## src/rtl/mux2_arb_pkg.sv

```systemverilog
// Shared types and source indices for the two-way round-robin mux arbiter.
package mux2_arb_pkg;

   typedef enum logic {EMPTY, FULL} arb_state_t;

   localparam logic SRC0 = 1'b0;
   localparam logic SRC1 = 1'b1;

endpackage

```

## src/rtl/rr_pick2.sv

```systemverilog
// Combinational two-way round-robin pick: on a tie the source other than
// last wins, otherwise the only requesting source wins.
module rr_pick2
   import mux2_arb_pkg::*;
(
   input  logic [1:0] in_valid,
   input  logic       last,
   output logic       gnt_valid,
   output logic       gnt_idx
);

   always_comb begin
      gnt_valid = |in_valid;
      gnt_idx   = SRC0;
      if (&in_valid) begin
         gnt_idx = ~last;
      end else if (in_valid[1]) begin
         gnt_idx = SRC1;
      end
   end

endmodule

```

## src/rtl/mux2_arb.sv

```systemverilog
// Round-robin arbiter steering two valid/ready sources through a 2:1 select
// into a single-entry output register. Optional grant counters: MUX2_ARB_CNT_EN.
module mux2_arb
   import mux2_arb_pkg::*;
#(
   parameter int WIDTH = 4,
   parameter int CNT_W = 8
) (
   input  logic             clk,
   input  logic             reset_n,
   input  logic [1:0]       in_valid,
   input  logic [WIDTH-1:0] in_data0,
   input  logic [WIDTH-1:0] in_data1,
   output logic [1:0]       in_ready,
   output logic             out_valid,
   output logic [WIDTH-1:0] out_data,
   output logic             out_src,
   input  logic             out_ready,
   output logic [CNT_W-1:0] gnt_cnt0,
   output logic [CNT_W-1:0] gnt_cnt1
);

   // Handshake: a word moves on any edge where valid and ready are both high.
   // in_ready may look at in_valid; in_valid must never look at in_ready.

   arb_state_t state, state_nxt;
   logic       last;
   logic       gnt_valid;
   logic       gnt_idx;
   logic       load;
   logic       xfer;

   rr_pick2 u_pick (
      .in_valid  (in_valid),
      .last      (last),
      .gnt_valid (gnt_valid),
      .gnt_idx   (gnt_idx)
   );

   // Gated by reset_n so no handshake completes while reset is held.
   assign load = reset_n && ((state == EMPTY) || out_ready);
   assign xfer = load && gnt_valid;

   always_comb begin
      in_ready  = 2'b00;
      state_nxt = state;
      if (xfer) begin
         in_ready  = (gnt_idx == SRC1) ? 2'b10 : 2'b01;
         state_nxt = FULL;
      end else if ((state == FULL) && out_ready) begin
         state_nxt = EMPTY;
      end
   end

   always_ff @(posedge clk or negedge reset_n) begin
      if (!reset_n) begin
         state    <= EMPTY;
         last     <= SRC1;
         out_data <= '0;
         out_src  <= SRC0;
      end else begin
         state <= state_nxt;
         if (xfer) begin
            out_data <= (gnt_idx == SRC1) ? in_data1 : in_data0;
            out_src  <= gnt_idx;
            last     <= gnt_idx;
         end
      end
   end

   assign out_valid = (state == FULL);

`ifdef MUX2_ARB_CNT_EN
   logic [CNT_W-1:0] cnt0, cnt1;

   // Saturating counters; only reset clears them.
   always_ff @(posedge clk or negedge reset_n) begin
      if (!reset_n) begin
         cnt0 <= '0;
         cnt1 <= '0;
      end else if (xfer) begin
         if ((gnt_idx == SRC0) && !(&cnt0)) cnt0 <= cnt0 + 1'b1;
         if ((gnt_idx == SRC1) && !(&cnt1)) cnt1 <= cnt1 + 1'b1;
      end
   end

   assign gnt_cnt0 = cnt0;
   assign gnt_cnt1 = cnt1;
`else
   assign gnt_cnt0 = '0;
   assign gnt_cnt1 = '0;
`endif

endmodule

```

## config.mk

```make
export PLATFORM = sky130hd
export DESIGN_NAME = mux2_arb
export DESIGN_NICKNAME = d
export VERILOG_FILES = /design/src/rtl/mux2_arb_pkg.sv /design/src/rtl/rr_pick2.sv /design/src/rtl/mux2_arb.sv
export SDC_FILE = /design/constraint.sdc
export NUM_CORES = 1
export LEC_CHECK = 0
export ABC_AREA = 0
export ABC_CLOCK_PERIOD_IN_PS = 1500
export BUFFER_PORTS_ARGS = -buffer_cell sky130_fd_sc_hd__buf_4
export CAP_MARGIN = 15
export CORE_UTILIZATION = 39
export CTS_CLUSTER_DIAMETER = 100
export DETAILED_ROUTE_END_ITERATION = 6
export GPL_ROUTABILITY_DRIVEN = 0
export PLACE_DENSITY = 0.76
export SYNTH_ARGS = -nofsm -noshare
export SYNTH_HDL_FRONTEND = slang
export SYNTH_HIERARCHICAL = 1
export SYNTH_SLANG_ARGS = --single-unit
```

## constraint.sdc

```tcl
create_clock -name clk -period 1.5 [get_ports clk]
set_input_delay 0.225 -clock clk [delete_from_list [all_inputs] [get_ports clk]]
set_output_delay 0.225 -clock clk [all_outputs]
set_load 0.05 [all_outputs]
```

==> impl_metrics.env, run 1 <==
export IMPL_outcome="complete, no violations"
export IMPL_clock_fmax_mhz=687.7
export IMPL_synthesis_area_per_instance_um2=12.23
export IMPL_diodes=0
export IMPL_rsz0062_at_grt="no"
export IMPL_die_y_um=39.14
export IMPL_ys_warnings_count=6
export IMPL_sequentialPowerShare=0.296
export IMPL_whs_path_depth=3
export IMPL_synth_cell_type_count=13
export IMPL_total_power_uw=885.8
export IMPL_dr_wl_met3_um=29
export IMPL_antenna_found_initial=0
export IMPL_startpoint_type="flop"
export IMPL_dr_max_layer_used="met3"
export IMPL_final_cell_count_no_fill=86
export IMPL_wl_met2_um=525
export IMPL_seq_area_frac_synth=0.3279
export IMPL_grt_usage=0.1304
export IMPL_path_cells="a21boi_4, and2b_2, buf_6"
export IMPL_drt_wl_total_um=921
export IMPL_core_area_um2=1285
export IMPL_globalRouteOverflowTotal=0
export IMPL_finalCritPeriodShare=0.9695
export IMPL_cts_root_buf="clkbuf_4"
export IMPL_ant_nets=0
export IMPL_grt_max_degree=8
export IMPL_critPathKind="flop to output pin"
export IMPL_reg2regPathDepth=4
export IMPL_final_util=0.5560
export IMPL_die_area_um2=1532
export IMPL_synth_area_um2=538.0
export IMPL_cts_buffer_depth=2
export IMPL_netlist_instances=44
export IMPL_ys_seq_elements=7
export IMPL_num_fill_cells=128
export IMPL_hold_class="input pin to flop"
export IMPL_cp_slowest_cell="dfstp_2"
export IMPL_maxCapViolations=0
export IMPL_p_int_uw=503.4
export IMPL_path_max_fanout=4
export IMPL_comb_power_share=0.506
export IMPL_hold_viol=0
export IMPL_drt_iter0_markers=4
export IMPL_dr_pass1_iters=4
export IMPL_finalSetupViolations=0
export IMPL_final_common_cell="buf_4"
export IMPL_grt_pass1_wl_mm=1.235
export IMPL_clk_pin_slew_ps=50
export IMPL_p_sw_uw=382.3
export IMPL_cts_tree="done"
export IMPL_drc=0
export IMPL_cts_buffers=3
export IMPL_dp_cells=78
export IMPL_area_growth_pct=32.79
export IMPL_clock_sinks=7
export IMPL_initial_utilization=0.4187
export IMPL_pwr_share_clk=0.198
export IMPL_peakVddDrop_uv=511.0
export IMPL_power_leakage_nw=0.3954
export IMPL_wl_met1_um=366
export IMPL_htreeDepth=1
export IMPL_max_stage_delay_ps=550
export IMPL_switching_share=0.4316
export IMPL_grt_pass1_vias=303
export IMPL_end_kind="output pin"
export IMPL_route_vias_total=346
export IMPL_die_x_um=39.14
export IMPL_power_per_cell_area_nw_per_um2=1240
export IMPL_via_per_inst=4.023
export IMPL_critPathRequiredTime_ps=1270
export IMPL_portBuffers=20
export IMPL_drv_slew=0
export IMPL_layout_common_cells="buf_4, conb_1, mux2_4, dfrtp_1, clkbuf_4"
export IMPL_drive_above_1_share=0.6338
export IMPL_ios=37
export IMPL_crit_arrival_ps=1230
export IMPL_wire_per_inst_um=10.71
export IMPL_finClkSkew_ps=3.843
export IMPL_core_rowCount=13
export IMPL_clkLatencyLatePin_ps=250
export IMPL_min_period_ps=1454
export IMPL_nets=85
[cells by family after synthesis]
logic type	share of synthesized area
buffers and inverters	0.2651
DFF	0.3279
AOI/OAI and AO/OA	0.01396
and+or+nand+nor	0.1070
muxes	0.2791
other	0.006970
[cell type report]
cell class	count	area, µm²	share of cell area
clock buffer	4	26.28	0.03678
multi-input combinational	34	286.5	0.4011
sequential	7	177.7	0.2487
tap	15	18.77	0.02627
timing repair buffer	26	205.2	0.2872
[routing by layer]
metal	vias up	global-route usage
li1	164	-
met1	169	0.1498
met2	13	0.2000
met3	0	0.03468
met4	0	0.1034
met5	-	0
[flip-flops by register name (all words and copies together) (netlist names)]
name and count:
out_data 4, out_valid 1, last 1, out_src 1
[Yosys cell counts]
| master | instances | area, µm² |
|---|---|---|
| conb_1 | 1 | 3.750 |
| dfrtp_1 | 6 | 150.1 |
| nand2_1 | 2 | 7.510 |
| nor2b_4 | 1 | 13.76 |
| dfstp_2 | 1 | 26.28 |
| and2b_2 | 1 | 8.760 |
| mux2_4 | 10 | 150.1 |
| buf_4 | 16 | 120.1 |
| or2_1 | 1 | 6.260 |
| and2_2 | 1 | 7.510 |
| buf_6 | 2 | 22.52 |
| a21boi_1 | 1 | 7.510 |
| nand2b_4 | 1 | 13.76 |
[what timing repair did]
| action | 4_1_cts | 5_1_grt |
|---|---|---|
| endpoints found under the hold margin | 6 | 0 |
| pin swaps | 1 | 0 |
| hold buffers | 1 | 0 |
| resized for setup | 2 | 2 |
| endpoints found under the setup margin | 6 | 2 |
| buffers inserted | 3 | 0 |
[worst paths after layout]
path                             start     endpoint  slack [ps]
min in group asynchronous      reset_n  out_data[3]         420
max                               last  in_ready[0]          50
max reg2reg                       last  out_data[1]          60
max in group asynchronous      reset_n         last         870
min                          out_ready    out_valid         240
min reg2reg                out_data[0]  out_data[0]         520
[power by group through the flow]
stage | clock (mW) | combinational (mW) | sequential (mW)
global placement | 0 | 0.424 | 0.260
detailed placement | 0 | 0.429 | 0.262
CTS | 0.181 | 0.446 | 0.263
floorplan | 0 | 0.249 | 0.376
global route | 0.192 | 0.470 | 0.268
finish | 0.175 | 0.448 | 0.262
[through the flow]
stage | worst slack (ps) | setup TNS (ps) | instance area (µm²) | hold WS, ps
floorplan | 92.11 | 0 | 595.6 | -70.59
global placement | -140.2 | -778.7 | 636.9 | 139.8
detailed placement | -187.0 | -955.6 | 636.9 | 144.9
CTS | 18.88 | 0 | 706.9 | 232.6
global route | 1.025 | 0 | 714.4 | 235.4
finish | 45.78 | 0 | 714.4 | 237.1
[critical path, delay by kind of cell, from the launching register on]
| family | cells | cell delay [ps] |
|---|---|---|
| and+or+nand+nor | 1 | 210 |
| buffers and inverters | 1 | 150 |
| DFF | 1 | 550 |
| AOI/OAI and AO/OA | 1 | 60 |
Power figures use the tool's default switching activity.
==> run 2, diff against run 1 <==
Settings changed: ABC_CLOCK_PERIOD_IN_PS 1500 to 1400, CORE_UTILIZATION 39 to 41, CTS_BUF_LIST set to sky130_fd_sc_hd__clkbuf_2 sky130_fd_sc_hd__clkbuf_4 sky130_fd_sc_hd__clkbuf_8, PLACE_DENSITY 0.76 to 0.8.
Clock period 1.5 ns to 1.4 ns, I/O delays scaled along.
==> impl_metrics.env, run 2 (synthesis gave the netlist of run 1 again) <==
export IMPL_outcome="finished, violations left"
export IMPL_violations="negative setup slack"
export IMPL_nets=84
export IMPL_crit_top_cell="mux2_4"
export IMPL_rsz0062_at_grt="yes"
export IMPL_die_area_um2=1461
export IMPL_grt_pass1_wl_mm=1.373
export IMPL_initial_utilization=0.4654
export IMPL_final_cell_count_no_fill=84
export IMPL_finClkSkew_ps=2.642
export IMPL_grt_usage=0.1571
export IMPL_antenna_found_initial=0
export IMPL_cp_slowest_cell="dfstp_2"
export IMPL_drt_iter0_markers=6
export IMPL_peakVddDrop_uv=766.6
export IMPL_path_max_fanout=6
export IMPL_pwr_share_clk=0.213
export IMPL_wire_per_inst_um=11.14
export IMPL_stdcell_area_um2=709.4
export IMPL_switching_share=0.4233
export IMPL_clkLatencyLatePin_ps=260
export IMPL_largest_reg_flops=4
export IMPL_final_util=0.6136
export IMPL_portBuffers=20
export IMPL_finalCritPeriodShare=1.030
export IMPL_via_per_inst=4.119
export IMPL_core_rowCount=12
export IMPL_total_power_uw=962.7
export IMPL_clk_pin_slew_ps=50
export IMPL_clock_fmax_mhz=693.7
export IMPL_crit_arrival_ps=1580
export IMPL_timing_final_ws_setup_ps=-41.49
export IMPL_max_stage_delay_ps=550
export IMPL_cts_tree="done"
export IMPL_seqCellArea_um2=177.7
export IMPL_htreeDepth=1
export IMPL_drt_wl_total_um=936
export IMPL_multi_input_area_um2=286.5
export IMPL_path_cells="a21boi_4, buf_4, mux2_4, mux2_4"
export IMPL_critPathKind="flop to flop"
export IMPL_area_growth_pct=31.86
export IMPL_sequentialPowerShare=0.292
export IMPL_clock_sinks=7
export IMPL_final_common_cell="buf_4"
export IMPL_dp_cells=77
export IMPL_top_register="out_data"
export IMPL_die_x_um=38.23
export IMPL_startpoint_type="flop"
export IMPL_grt_pass1_vias=312
export IMPL_critPathRequiredTime_ps=1540
export IMPL_cts_root_buf="clkbuf_4"
export IMPL_ant_nets=0
export IMPL_drv_slew=0
export IMPL_layout_common_cells="buf_4, conb_1, mux2_4, dfrtp_1, clkbuf_4"
export IMPL_dr_pass1_iters=3
export IMPL_num_fill_cells=109
export IMPL_core_area_um2=1156
export IMPL_globalRouteOverflowTotal=0
export IMPL_cts_buffer_depth=2
export IMPL_hold_class="input pin to flop"
export IMPL_power_leakage_nw=0.3939
export IMPL_p_int_uw=555.2
export IMPL_dpl_cell_area_um2=635.6
export IMPL_route_vias_total=346
export IMPL_diodes=0
export IMPL_hold_viol=0
export IMPL_power_per_cell_area_nw_per_um2=1357
export IMPL_p_sw_uw=407.5
export IMPL_drc=0
export IMPL_drive_above_1_share=0.6429
export IMPL_maxCapViolations=0
export IMPL_end_kind="flop"
export IMPL_ios=37
export IMPL_die_y_um=38.23
export IMPL_finalSetupViolations=6
export IMPL_cts_buffers=3
export IMPL_comb_power_share=0.496
export IMPL_grt_max_degree=8
export IMPL_min_period_ps=1441
-- run 2: power groups by stage --
stage	Sequential [mW]	Clock [mW]	Combinational [mW]
finish	0.281	0.205	0.477
global route	0.285	0.229	0.497
CTS	0.282	0.212	0.479
detailed placement	0.281	0	0.461
global placement	0.278	0	0.454
floorplan	0.403	0	0.267
-- run 2: final cells by class --
type,instances,share of cell area
Timing Repair Buffer,25,0.2787
Clock buffer,4,0.04233
Sequential cell,7,0.2504
Tap cell,14,0.02469
Multi-Input combinational cell,34,0.4039
-- run 2: worst max-delay path: cells and delay by family, from the launching register on --
family	cells	cell delay, ps
flip-flops	1	550
multiplexers	2	550
buffers and inverters	1	160
AO/OA/AOI/OAI	1	60
-- run 2: layer usage --
layer | GRT usage | vias to the layer above | part of all wire
li1 | - | 159 | -
met1 | 0.1388 | 166 | 0.34
met2 | 0.2542 | 17 | 0.56
met3 | 0.08721 | 4 | 0.066
met4 | 0.1339 | 0 | 0.033
met5 | 0 | - | 0
-- run 2: metrics by stage --
stage | TNS (ps) | hold slack (ps) | setup slack (ps)
floorplan | 0 | -85.59 | 7.113
CTS | -189.5 | 208.7 | -43.46
global route | -442.5 | 206.9 | -84.63
global placement | -1353 | 126.6 | -242.7
finish | -188.1 | 213.3 | -41.49
detailed placement | -1536 | 128.8 | -285.5
-- run 2: final timing paths --
check	from	endpoint	slack [ps]	cells after the start
worst max-delay path	last	out_data[3]	-40	4
worst min-delay path	out_ready	out_valid	210	3
worst max register to register	last	out_data[3]	-40	4
worst min register to register	out_data[0]	out_data[0]	510	1
max in group asynchronous	reset_n	last	790	3
min in group asynchronous	reset_n	out_data[1]	410	3
-- run 2: what timing repair did --
| item | 4_1_cts | 5_1_grt |
|---|---|---|
| resized for setup | 4 | 0 |
| pin swaps | 1 | 0 |
| hold buffers | 1 | 0 |
| buffers inserted | 2 | 0 |
| hold endpoints to repair | 6 | 0 |
| endpoints found under the setup margin | 6 | 6 |
==> run 3, diff against run 2 <==
Settings changed: ABC_AREA 0 to 1, CORE_AREA set to 2 2 39 41, CORE_UTILIZATION 41 to unset, DIE_AREA set to 0 0 41 43, PLACE_DENSITY 0.8 to 0.73.
==> impl_metrics.env, run 3 <==
export IMPL_hold_slack_ps=251.6
export IMPL_grt_pass1_vias=417
export IMPL_finalCritPeriodShare=1.007
export IMPL_dr_pass1_iters=3
export IMPL_outcome="finished, violations left"
export IMPL_clock_fmax_mhz=709.0
export IMPL_ys_flop_type="dfrtp_1"
export IMPL_diodes=0
export IMPL_final_util=0.4919
export IMPL_route_vias_total=437
export IMPL_drc=0
export IMPL_synthesis_area_per_instance_um2=7.128
export IMPL_final_common_cell="nand2_1"
export IMPL_peakVddDrop_uv=571.7
export IMPL_portBuffers=20
export IMPL_synth_cell_type_count=13
export IMPL_finClkSkew_ps=3.533
export IMPL_hold_viol=0
export IMPL_synth_xor_area_frac=0
export IMPL_layout_common_cells="nand2_1, buf_4, conb_1, dfrtp_1, clkbuf_4"
export IMPL_wire_per_inst_um=9.651
export IMPL_multi_input_area_um2=240.2
export IMPL_num_fill_cells=149
export IMPL_synth_top_family_by_area="buffers and inverters"
export IMPL_drt_iter0_markers=11
export IMPL_synth_compound_area_frac=0.02926
export IMPL_synthMuxAreaShare=0
export IMPL_ys_warnings_count=6
export IMPL_grt_pass1_wl_mm=1.524
export IMPL_startpoint="last"
export IMPL_synth_most_common_cell="nand2_1"
export IMPL_drive_above_1_share=0.3978
export IMPL_die_y_um=43
export IMPL_hold_class="input pin to flop"
export IMPL_maxCapViolations=0
export IMPL_globalRouteOverflowTotal=0
export IMPL_drt_wl_total_mm=1.052
export IMPL_startpoint_type="flop"
export IMPL_min_delay_start="in_data0[3]"
export IMPL_synthArstFlopShare=1.000
export IMPL_rsz0062_at_grt="yes"
export IMPL_synth_top_cell_area_share=0.3191
export IMPL_clock_sinks=7
export IMPL_synth_fa_ha_area_frac=0
export IMPL_ios=37
export IMPL_initial_utilization=0.3400
export IMPL_via_per_inst=4.009
export IMPL_nets=107
export IMPL_critPathKind="flop to output pin"
export IMPL_max_stage_delay_ps=550
export IMPL_timing_final_ws_setup_ps=-10.34
export IMPL_netlist_top_cells_area="dfrtp_1, buf_4, nand2_1"
export IMPL_cts_tree="done"
export IMPL_area_growth_pct=44.68
export IMPL_yosys_area_top_type="dfrtp_1"
export IMPL_netlist_instances=66
export IMPL_violations="negative setup slack"
export IMPL_min_period_ps=1410
export IMPL_grt_max_degree=8
export IMPL_synth_area_um2=470.5
export IMPL_dp_slack_ps=22.47
export IMPL_die_x_um=41
export IMPL_seqCellArea_um2=177.7
export IMPL_largest_reg_flops=4
export IMPL_cts_buffer_depth=2
export IMPL_synth_edff_count=0
export IMPL_power_per_cell_area_nw_per_um2=1266
export IMPL_die_area_um2=1763
export IMPL_cp_slowest_cell="dfstp_2"
export IMPL_critPathRequiredTime_ps=1190
export IMPL_cts_root_buf="clkbuf_4"
export IMPL_grt_usage=0.1337
export IMPL_synth_commonest_cells="nand2_1, buf_4, dfrtp_1"
export IMPL_clk_pin_slew_ps=50
export IMPL_path_max_fanout=3
export IMPL_ys_seq_elements=7
export IMPL_finalSetupViolations=1
export IMPL_htreeDepth=1
export IMPL_crit_arrival_ps=1200
export IMPL_drv_slew=0
export IMPL_cts_buffers=3
export IMPL_synthSimpleGateAreaFrac=0.2926
export IMPL_clkLatencyLatePin_ps=250
export IMPL_r2r_start="last"
export IMPL_path_cells="a21oi_4, nand3_4, clkinvlp_4, buf_6"
export IMPL_dp_hpwl_um=805.2
export IMPL_seq_area_frac_synth=0.3750
export IMPL_reg2reg_slack_ps=260
export IMPL_core_rowCount=14
export IMPL_ant_nets=0
export IMPL_core_area_um2=1384
export IMPL_end_kind="output pin"
export IMPL_top_register="out_data"
export IMPL_power_leakage_nw=0.4008
export IMPL_antenna_found_initial=0
==> run 3: cell count changes after synthesis, sizes merged, moves of 2 or more <==
cell	before	now
inv	0	5
buf	18	16
a21oi	0	2
nand2	2	32
mux2	10	0
==> run 3: layout make-up <==
class / instances / area share
inverter: 5 / 0.03309
multi-input combinational: 53 / 0.3529
tap: 16 / 0.02941
clock buffer: 4 / 0.04412
sequential: 7 / 0.2610
timing repair buffer: 24 / 0.2794
==> run 3: worst max-delay path, delay by kind of cell (launching register included) <==
family                 cells  cell delay (ps)
flip-flops                 1              550
buffers and inverters      2              230
AND/OR/NAND/NOR            1               90
AO/OA/AOI/OAI              1               70
==> run 3: where the power goes <==
part	internal, mW	switching (mW)	leakage [nW]
Clock	0.128	0.0765	0.0184
Sequential	0.240	0.0232	0.0837
Combinational	0.105	0.289	0.299
Total	0.473	0.388	0.401
==> run 3: metrics by stage <==
step / power, mW / area, µm² / std cells / TNS (ps)
4_1_cts: 0.8681 / 670.6 / 109 / -20.27
2_1_floorplan: 0.5675 / 538.0 / 81 / -0.7777
6_report: 0.8615 / 680.7 / 109 / -10.34
3_3_place_gp: 0.6295 / 595.6 / 102 / 0
3_5_place_dp: 0.6351 / 595.6 / 102 / 0
5_1_grt: 0.9124 / 680.7 / 109 / -46.23
==> run 3: what timing repair did <==
item / CTS / global route
pin swaps: 3 / 1
hold buffers: 1 / 0
setup buffers: 2 / 0
endpoints found under the hold margin: 7 / 0
resized for setup: 4 / 2
endpoints found under the setup margin: 2 / 1
==> run 3: layer usage <==
metal	global-route usage	part of all wire	up-vias
met5	0	0	-
met4	0.06000	0.0095	0
li1	-	-	217
met1	0.1358	0.38	195
met3	0.04712	0.086	2
met2	0.2281	0.52	23
==> run 3: logic make-up after synthesis <==
group | count (synthesis)
other | 1
buffers and inverters | 21
AOI/OAI and AO/OA | 2
DFF | 7
and+or+nand+nor | 35
==> run 3: worst paths after layout <==
check / end / cells after the start
setup / recovery: in_ready[1] / 4
hold / removal: out_data[3] / 5
setup reg to reg: out_data[2] / 7
hold reg to reg: out_src / 2
max in group asynchronous: last / 2
min in group asynchronous: out_data[3] / 2
